<file path="src/rtl/rv_bp_pkg.sv">
// rv_bp_pkg: shared types, 2-bit counter encodings and saturating helpers
// for the branch prediction buffer write-port controller.
package rv_bp_pkg;

    localparam int AW_DEF      = 4;
    localparam int ENTRIES_DEF = 16;

    typedef enum logic {
        IDLE,
        SWEEP
    } bpb_state_e;

    localparam logic [1:0] SNT = 2'd0;
    localparam logic [1:0] WNT = 2'd1;
    localparam logic [1:0] WT  = 2'd2;
    localparam logic [1:0] ST  = 2'd3;

    function automatic logic [1:0] sat_inc2(input logic [1:0] c);
        return (c == ST) ? ST : c + 2'd1;
    endfunction

    function automatic logic [1:0] sat_dec2(input logic [1:0] c);
        return (c == SNT) ? SNT : c - 2'd1;
    endfunction

endpackage

</file>
<file path="src/rtl/rv_bpb_sweep.sv">
// rv_bpb_sweep: flush-sweep FSM walking every BPB index once; a flush
// request seen at any time (re)starts the walk from index 0.
module rv_bpb_sweep
    import rv_bp_pkg::*;
#(
    parameter int AW      = AW_DEF,
    parameter int ENTRIES = ENTRIES_DEF
) (
    input  logic          clk,
    input  logic          rstn,
    input  logic          flush_req_i,
    output logic          busy_o,
    output logic [AW-1:0] idx_o
);

    bpb_state_e    r_state;
    bpb_state_e    w_state_nxt;
    logic [AW-1:0] r_idx;
    logic [AW-1:0] w_idx_nxt;
    logic          w_last;

    assign w_last = (r_idx == AW'(ENTRIES - 1));
    assign busy_o = (r_state == SWEEP);
    assign idx_o  = r_idx;

    always_ff @(posedge clk or negedge rstn) begin
        if (!rstn) begin
            r_state <= IDLE;
            r_idx   <= '0;
        end else begin
            r_state <= w_state_nxt;
            r_idx   <= w_idx_nxt;
        end
    end

    // A flush takes precedence over finishing, so a request on the last
    // edge of a sweep starts a fresh one instead of returning to IDLE.
    always_comb begin
        w_state_nxt = r_state;
        w_idx_nxt   = r_idx;
        if (flush_req_i) begin
            w_state_nxt = SWEEP;
            w_idx_nxt   = '0;
        end else if (r_state == SWEEP) begin
            w_state_nxt = w_last ? IDLE : SWEEP;
            w_idx_nxt   = w_last ? '0 : r_idx + AW'(1);
        end
    end

endmodule

</file>
<file path="src/rtl/rv_bpb_ctrl.sv">
// rv_bpb_ctrl: single write port controller for the 2-bit BPB; arbitrates
// sweep > EX counter update > CSR write and forwards the in-flight write.
module rv_bpb_ctrl
    import rv_bp_pkg::*;
#(
    parameter int AW      = AW_DEF,
    parameter int ENTRIES = ENTRIES_DEF
) (
    input  logic          clk,
    input  logic          rstn,
    input  logic          EX_branch_i,
    input  logic          EX_taken_i,
    input  logic [AW-1:0] EX_addr_i,
    input  logic          flush_req_i,
    input  logic [1:0]    init_val_i,
    input  logic          csr_wvalid_i,
    input  logic [AW-1:0] csr_waddr_i,
    input  logic [1:0]    csr_wdata_i,
    output logic          csr_wready_o,
    output logic [AW-1:0] tbl_raddr_o,
    input  logic [1:0]    tbl_rdata_i,
    output logic          tbl_we_o,
    output logic [AW-1:0] tbl_waddr_o,
    output logic [1:0]    tbl_wdata_o,
    output logic          busy_o,
    output logic          predict_en_o,
    output logic          upd_drop_o
);

    logic          w_busy;
    logic [AW-1:0] w_sweep_addr;
    logic          w_ex_ok;
    logic          w_csr_ok;
    logic [1:0]    w_cur;
    logic [1:0]    w_ex_data;
    logic [AW-1:0] w_waddr_nxt;
    logic [1:0]    w_wdata_nxt;
    logic          r_we;
    logic [AW-1:0] r_waddr;
    logic [1:0]    r_wdata;
    logic          r_drop;
    logic          r_sweep_wr;

    rv_bpb_sweep #(
        .AW      (AW),
        .ENTRIES (ENTRIES)
    ) u_sweep (
        .clk         (clk),
        .rstn        (rstn),
        .flush_req_i (flush_req_i),
        .busy_o      (w_busy),
        .idx_o       (w_sweep_addr)
    );

    assign tbl_raddr_o  = EX_addr_i;
    assign w_ex_ok      = EX_branch_i & ~w_busy & ~flush_req_i;
    assign csr_wready_o = ~w_busy & ~flush_req_i & ~EX_branch_i;
    assign w_csr_ok     = csr_wvalid_i & csr_wready_o;

    // The table only commits on the edge after the output register loads,
    // so a pending write to the same index is newer than the read data.
    assign w_cur     = (r_we && r_waddr == EX_addr_i) ? r_wdata : tbl_rdata_i;
    assign w_ex_data = EX_taken_i ? sat_inc2(w_cur) : sat_dec2(w_cur);

    always_comb begin
        w_waddr_nxt = w_busy ? w_sweep_addr : w_ex_ok ? EX_addr_i : w_csr_ok ? csr_waddr_i : r_waddr;
        w_wdata_nxt = w_busy ? init_val_i : w_ex_ok ? w_ex_data : w_csr_ok ? csr_wdata_i : r_wdata;
    end

    always_ff @(posedge clk or negedge rstn) begin
        if (!rstn) begin
            r_we       <= 1'b0;
            r_waddr    <= '0;
            r_wdata    <= SNT;
            r_drop     <= 1'b0;
            r_sweep_wr <= 1'b0;
        end else begin
            r_we       <= w_busy | w_ex_ok | w_csr_ok;
            r_waddr    <= w_waddr_nxt;
            r_wdata    <= w_wdata_nxt;
            r_drop     <= EX_branch_i & (w_busy | flush_req_i);
            r_sweep_wr <= w_busy;
        end
    end

    assign tbl_we_o     = r_we;
    assign tbl_waddr_o  = r_waddr;
    assign tbl_wdata_o  = r_wdata;
    assign upd_drop_o   = r_drop;
    assign busy_o       = w_busy;
    assign predict_en_o = ~w_busy & ~r_sweep_wr;

endmodule

</file>
<file path="config.mk">
export PLATFORM = sky130hd
export DESIGN_NAME = rv_bpb_ctrl
export DESIGN_NICKNAME = d
export VERILOG_FILES = /design/src/rtl/rv_bp_pkg.sv /design/src/rtl/rv_bpb_sweep.sv /design/src/rtl/rv_bpb_ctrl.sv
export SDC_FILE = /design/constraint.sdc
export NUM_CORES = 1
export LEC_CHECK = 0
export BUFFER_PORTS_ARGS = -buffer_cell sky130_fd_sc_hd__buf_2
export CORE_MARGIN = 1
export CORE_UTILIZATION = 50
export DETAILED_ROUTE_END_ITERATION = 8
export HOLD_SLACK_MARGIN = 0.03
export PLACE_DENSITY = 0.82
export SYNTH_ARGS = -nofsm -noshare
export SYNTH_HDL_FRONTEND = slang
export SYNTH_HIERARCHICAL = 1
export SYNTH_SLANG_ARGS = --single-unit
</file>
<file path="constraint.sdc">
create_clock -name clk -period 2.8 [get_ports clk]
set_input_delay 0.28 -clock clk [delete_from_list [all_inputs] [get_ports clk]]
set_output_delay 0.28 -clock clk [all_outputs]
set_load 0.03 [all_outputs]
</file>
==> metrics.md, run 1 <==
| Metric | Value |
|---|---|
| Sequential power share | 0.509 |
| Vias per cell | 5.55 |
| Vias in the first global route | between 700 and 800 |
| Lkg Pwr | approximately 0.51 nW |
| Row cnt | 14 |
| Synth Cell Area | 880 um^2 |
| Tmin final | 1.66 ns |
| Post-synth cell types | 29 |
| Clock Tree Root | clkbuf_4 |
| Crit-path max cell delay | 0.62 ns |
| Most used flip-flop cell after synthesis | dfrtp_1 |
| Clock Path Buffers | 2 |
| Residual DRC | 0 |
| Max Freq | 604 MHz |
| Core ar. | 1580 um^2 |
| Clock latency at the later pin of the worst-skew pair | 0.28 ns |
| First-pass GRT wire length | 2930 um |
| Mapped Cells | 104 |
| Initial Utilization | 0.558 |
| Final Instance Area | between 1000 and 1500 um^2 |
| Total iterations of the first detailed-routing run | 6 |
| Number of top-level pins | 35 |
| Slew HR | 0.568 |
| P&R area growth vs syn | 19.1% |
| Final period util | 0.591 |
| Slew Limit Fails | 0 |
| Critical Path End Type | output port |
| Avg Cell Area, Syn | ~8.5 um^2 |
| Power share of the clock group | 0.261 |
| Antenna viol nets, final | 0 |
| Slew of the pin with the lowest slew margin | 0.649 ns |
| Die W | roughly 44 um |
| Critical path required time | 2.52 ns |
| Endpoints failing hold | 0 |
| Number of DRC markers in iteration 0 | 14 |
| Critical path's slowest cell | dfrtp_1 |
| Grt total ovfl | 0 |
| Peak supply drop | 0.293 mV |
| Reg clk slew, reported paths | about 0.08 ns |
| Layout Nets | 158 |
| Number of flops mapped to enable cells by yosys | 0 |
| Status | completed |
| Top cells by count, synth | 20 x nand2_1, 14 x dfrtp_1, 12 x a21oi_1 |
| Clock skew | 0.00377 ns |
| Worst path cell trace | nor3_1 -> buf_2 |
| TritonCTS clock tree | yes |
| DR WL/cell | 12.1 um |
| Worst Path Max Fanout | 25 |
| Die Y | 43.9 um |
| Async set-reset flop share out of synthesis | 1.00 |
| Synth area leaders | dfrtp_1 40%, nand2_1 8.5%, a21oi_1 6.8%, buf_4 4.3%, xor2_1 4.0% |
| Die ar. | 1930 um^2 |
| Register-to-Register Path Depth | 3 |
| Total negative slack | 0 ns |
| Setup CP Type | register to output port |
| H-tree levels | 1 |
| # Max-Cap Violations | 0 |
| Synth top area share | 0.398 |
| Clk sinks | 14 |
| DP HPWL | 1360 um |
| Largest net degree at the start of global routing | 26 |
| Crit path DAT | 1.38 ns |
| Antenna Cells | 0 |
| CTS buffer count | 3 |
| Total number of vias | 838 |
| Total track usage | 0.207 |
| Fillers | 144 |
| Startpoint Class | register |
| Switching share of power | 0.315 |
| Placed cell areas | 1010 um^2 |
| Total Routed Length | ~1800 um |
| Port Buffers | 34 |
| Initial antenna violation count | 0 |
| Layout cell share with drive strength beyond 1 | 0.304 |
| Count leader, synth | nand2_1 |
| Flops & latches, synth | 14 |
| Cell accounting for the most synthesized area | dfrtp_1 |
| Post-CTS setup buffer count | 0 |
| Switching Power | 0.000139 W |
| Hold Path Depth | 2 |
| RSZ-0062 raised after global routing | false |
| PwrDens | 422 nW/um^2 |
| Sequential fraction of the synthesis area | 0.398 |
| HP Class | input pin to register |
| Syn Nets | 125 |
| Setup violations, final | 0 |
| GPL Wtd Cong | between 0.8 and 0.9 |
| Internal | 0.000303 W |
| Power share of the combinational group | 0.230 |
| Warnings, synthesis | 6 |
-- worst max-delay path, delay by kind of cell, from the launching register on --
family	cells	cell delay [ns]
flops	1	0.62
buf+inv	1	0.22
simple gates	1	0.25
-- final cells by class --
cell class	instances	area [um^2]	share of cell area
Tap cell	16	20.0	0.0191
Clock buffer	3	22.5	0.0215
Multi-Input combinational cell	81	467	0.446
Timing Repair Buffer	35	180	0.172
Sequential cell	14	350	0.335
Inverter	2	7.51	0.00717
-- metrics by stage --
stage	power, W	utilization	worst slack [ns]	hold WS (ns)	cells
4_1_cts	0.000444	0.664	1.13	0.278	151
3_3_place_gp	0.000328	0.644	1.29	0.199	147
2_1_floorplan	0.000294	-	0.862	-0.0156	104
6_report	0.000442	0.664	1.14	0.280	151
3_5_place_dp	0.000330	0.644	1.23	0.201	147
5_1_grt	0.000469	0.664	1.03	0.285	151
-- sequential cells by signal, summed over array words and instances, names as in the netlist --
signal	flops
upd_drop_o	1
tbl_we_o	1
tbl_waddr_o	4
u_sweep/idx_o	4
u_sweep/busy_o	1
tbl_wdata_o	2
r_sweep_wr	1
-- placed cells by master (no fill, tap or decap) --
| cell | n |
|---|---|
| buf_2 | 34 |
| clkbuf_4 | 3 |
| a221oi_1 | 1 |
| nor2_1 | 8 |
| nor3_2 | 1 |
| o21ai_0 | 6 |
| o21a_1 | 1 |
| and2b_1 | 1 |
| mux2i_1 | 1 |
| nand2b_1 | 2 |
| dfrtp_1 | 14 |
| and3_1 | 1 |
| or3_1 | 1 |
| a311oi_1 | 1 |
| nand2_1 | 20 |
| nor3b_1 | 2 |
| xor2_1 | 4 |
| nand3_1 | 3 |
| or2b_2 | 2 |
| o32ai_1 | 2 |
| nor2b_1 | 1 |
| xnor2_2 | 1 |
| a21oi_1 | 12 |
| ha_1 | 1 |
| inv_1 | 2 |
| o31ai_1 | 4 |
| a31oi_1 | 3 |
| dlygate4sd3_1 | 1 |
| nor3_1 | 2 |
-- cells by family (layout without fill, tap and decap cells) --
kind of cell / count (synthesis) / after routing / synth area share
buffers and inverters: 9 / 40 / 0.0711
AO/OA/AOI/OAI: 30 / 30 / 0.206
flip-flops: 14 / 14 / 0.398
XOR/XNOR: 5 / 5 / 0.0583
multiplexers: 1 / 1 / 0.0114
adder cells (fa/ha/maj): 1 / 1 / 0.0142
AND/OR/NAND/NOR: 44 / 44 / 0.240
-- layer usage --
metal / global-route usage / share of wire / wire length (um)
met5: 0 / 0 / 0
met1: 0.291 / 0.49 / 907
met4: 0.0727 / 0.014 / 25
met3: 0.0500 / 0.045 / 83
met2: 0.313 / 0.45 / 817
-- power groups by stage --
stage               Clock (W)  Sequential, W  Combinational, W
floorplan                   0       0.000241         0.0000532
global placement            0       0.000229         0.0000994
detailed placement          0       0.000229          0.000101
CTS                  0.000117       0.000225          0.000102
global route         0.000129       0.000227          0.000112
finish               0.000115       0.000225          0.000102
-- final timing paths --
| check | startpoint | slack, ns | end |
|---|---|---|---|
| setup / recovery | u_sweep/busy_o$_DFF_PN0_ | 1.14 | csr_wready_o |
| hold / removal | EX_branch_i | 0.28 | upd_drop_o$_DFF_PN0_ |
| setup reg to reg | u_sweep/busy_o$_DFF_PN0_ | 1.22 | tbl_wdata_o[1]$_DFFE_PN0P_ |
| hold reg to reg | tbl_waddr_o[2]$_DFFE_PN0P_ | 0.54 | tbl_waddr_o[2]$_DFFE_PN0P_ |
| max in group asynchronous | rstn | 2.15 | tbl_wdata_o[1]$_DFFE_PN0P_ |
| min in group asynchronous | rstn | 0.41 | tbl_we_o$_DFF_PN0_ |
-- timing repair --
| action | 4_1_cts | 5_1_grt |
|---|---|---|
| endpoints found under the hold margin | 14 | 0 |
| setup endpoints to repair | 0 | 0 |
| resized for setup | 0 | 0 |
| hold buffers | 1 | 0 |
(Power assumes the default switching activity.)
==> run 2: changes to the inputs <==
--- a/config.mk
+++ b/config.mk
@@ -5,12 +5,14 @@
 export SDC_FILE = /design/constraint.sdc
 export NUM_CORES = 1
 export LEC_CHECK = 0
+export ABC_AREA = 1
 export BUFFER_PORTS_ARGS = -buffer_cell sky130_fd_sc_hd__buf_2
+export CORE_ASPECT_RATIO = 0.6
 export CORE_MARGIN = 1
-export CORE_UTILIZATION = 50
+export CORE_UTILIZATION = 43
 export DETAILED_ROUTE_END_ITERATION = 8
 export HOLD_SLACK_MARGIN = 0.03
-export PLACE_DENSITY = 0.82
+export PLACE_DENSITY = 0.74
 export SYNTH_ARGS = -nofsm -noshare
 export SYNTH_HDL_FRONTEND = slang
 export SYNTH_HIERARCHICAL = 1
==> constraint.sdc (replaced) <==
create_clock -name clk -period 1.4 [get_ports clk]
set_input_delay 0.14 -clock clk [delete_from_list [all_inputs] [get_ports clk]]
set_output_delay 0.14 -clock clk [all_outputs]
set_load 0.03 [all_outputs]
==> metrics.md, run 2 <==
| Metric | Value |
|---|---|
| Row cnt | 12 |
| Final Instance Area | around 1300 um^2 |
| Setup CP Type | register to register |
| Sequential fraction of the synthesis area | 0.363 |
| Number of top-level pins | 35 |
| Initial antenna violation count | 0 |
| Critical path required time | 1.54 ns |
| Avg Cell Area, Syn | 6.95 um^2 |
| Clock Tree Root | clkbuf_8 |
| GPL Wtd Cong | 0.852 |
| Layout Nets | 197 |
| Total track usage | 0.210 |
| Peak supply drop | 0.446 mV |
| Crit-path max cell delay | 0.41 ns |
| Critical path's slowest cell | dfrtp_2 |
| Commonest cells after routing, fill and taps aside | 40 x nand2_1, 33 x buf_2, 16 x inv_1, 10 x nand2_2, 9 x dfrtp_1 |
| Tmin final | around 1.4 ns |
| Die W | around 63 um |
| Layout cell share with drive strength beyond 1 | 0.429 |
| Async set-reset flop share out of synthesis | 1.00 |
| HP Class | input pin to register |
| Residual DRC | 0 |
| Clk sinks | 14 |
| Setup violations, final | 0 |
| RSZ-0062 raised after global routing | true |
| Antenna viol nets, final | 0 |
| Worst path cell trace | inv_2 -> nor2_1 -> nor2_4 -> nand3_4 -> nand2_2 -> nand2_2 -> o21ai_1 -> nand2_1 -> nand2_1 -> nand2_1 |
| Most common cell after layout, fill and taps aside | nand2_1 |
| Vias per cell | 4.79 |
| Worst Path Max Fanout | 5 |
| Endpoints failing hold | 0 |
| PwrDens | 831 nW/um^2 |
| Fillers | roughly 190 |
| Total iterations of the first detailed-routing run | 4 |
| Register-to-Register Path Depth | 10 |
| Post-synth cell types | 21 |
| Total negative slack | 0 ns |
| Die Y | 38.7 um |
| Final period util | 0.989 |
| Mapped Cells | 139 |
| Startpoint Class | register |
| Initial Utilization | 0.487 |
| Hold Path Depth | 3 |
| DP HPWL | 1780 um |
| Sequential cell area | 357 um^2 |
| Cell accounting for the most synthesized area | dfrtp_1 |
| Syn Nets | between 150 and 200 |
| Number of flops mapped to enable cells by yosys | 0 |
| TritonCTS clock tree | yes |
| Reg clk slew, reported paths | 0.06 ns |
| Critical Path End Type | register |
| Total Routed Length | about 2300 um |
| Status | completed |
| Placed cell areas | 1160 um^2 |
| Clock latency at the later pin of the worst-skew pair | 0.25 ns |
| Vias in the first global route | 869 |
| Synth top area share | 0.363 |
| Crit path DAT | 1.53 ns |
| Warnings, synthesis | 6 |
| Flops & latches, synth | 14 |
| Synth area leaders | dfrtp_1 36%, nand2_1 19%, inv_1 7.0%, buf_4 3.9%, o21ai_1 3.6% |
| Core ar. | 1980 um^2 |
| Max Freq | 722 MHz |
| DR WL/cell | 11.5 um |
| H-tree levels | 1 |
| Clock skew | 0.00201 ns |
| Die ar. | 2450 um^2 |
| Slew Limit Fails | 0 |
| Crit-path most repeated cell | nand2_1 |
| Lkg Pwr | 0.685 nW |
| Count leader, synth | nand2_1 |
| Number of DRC markers in iteration 0 | 8 |
| Slew of the pin with the lowest slew margin | roughly 0.33 ns |
| Area of the multi-input gates | about 550 um^2 |
| Post-CTS setup buffer count | 0 |
| Port Buffers | 34 |
| Antenna Cells | 0 |
| # Max-Cap Violations | 0 |
| Grt total ovfl | 0 |
| CTS buffer count | 3 |
| First-pass GRT wire length | 3810 um |
| Total number of vias | 972 |
| Largest net degree at the start of global routing | 15 |
| Most used flip-flop cell after synthesis | dfrtp_1 |
| P&R area growth vs syn | 33.2% |
| Slew HR | 0.780 |
| Synth Cell Area | 966 um^2 |
| Clock Path Buffers | 2 |
| Top cells by count, synth | 48 x nand2_1, 18 x inv_1, 14 x dfrtp_1 |
## run 2: per-layer routing
metal | GRT usage | vias to the layer above | share of wire
li1 | - | 512 | -
met1 | 0.261 | 421 | 0.50
met5 | 0 | - | 0
met3 | 0.0706 | 2 | 0.064
met2 | 0.358 | 37 | 0.42
met4 | 0.0511 | 0 | 0.0077
## run 2: per-stage QoR
step / hold slack [ns] / power (W) / cells / utilization / setup slack, ns
2_1_floorplan: -0.156 / 0.000583 / 139 / - / 0.00532
3_3_place_gp: 0.0550 / 0.000648 / 198 / 0.587 / 0.0408
3_5_place_dp: 0.0612 / 0.000656 / 198 / 0.587 / 0.00550
4_1_cts: 0.135 / 0.00107 / 203 / 0.621 / 0.00310
5_1_grt: 0.189 / 0.00112 / 203 / 0.649 / -0.0700
6_report: 0.177 / 0.00107 / 203 / 0.649 / 0.0152
## run 2: logic make-up after synthesis
logic type      Yosys count  share of synthesized area
fa+ha+maj                 1                     0.0130
compound gates           18                      0.104
mux                       2                     0.0233
buf+inv                  28                      0.128
flops                    14                      0.363
simple gates             76                      0.369
## run 2: repair_timing
item / CTS / global route
gates resized for setup: 1 / 17
hold buffers: 1 / 0
endpoints found under the setup margin: 1 / 7
hold endpoints to repair: 14 / 0
pin swaps: 3 / 5
## run 2: worst max-delay path: cells and delay by family (launching register included)
family / cells / cell delay, ns
and+or+nand+nor: 8 / 0.66
DFF: 1 / 0.41
AOI/OAI and AO/OA: 1 / 0.13
buffers and inverters: 1 / 0.08
## run 2: final cells by class
class,count,area share
Multi-Input combinational cell,97,0.426
Timing Repair Buffer,38,0.162
Clock buffer,4,0.0428
Tap cell,28,0.0272
Sequential cell,14,0.277
Inverter,22,0.0642
## run 2: power by group
group	switching [W]	internal (W)
clock	0.000152	0.000249
sequential	0.0000199	0.000424
combinational	0.000144	0.0000800
## run 2: worst paths after layout
path	startpoint	slack [ns]	endpoint
worst min register to register	tbl_wdata_o[1]$_DFFE_PN0P_	0.55	tbl_wdata_o[1]$_DFFE_PN0P_
min in group asynchronous	rstn	0.34	r_sweep_wr$_DFF_PN0_
worst max register to register	tbl_waddr_o[0]$_DFFE_PN0P_	0.02	tbl_wdata_o[1]$_DFFE_PN0P_
worst min-delay path	EX_branch_i	0.18	upd_drop_o$_DFF_PN0_
worst max-delay path	tbl_waddr_o[0]$_DFFE_PN0P_	0.02	tbl_wdata_o[1]$_DFFE_PN0P_
max in group asynchronous	rstn	0.79	tbl_waddr_o[1]$_DFFE_PN0P_
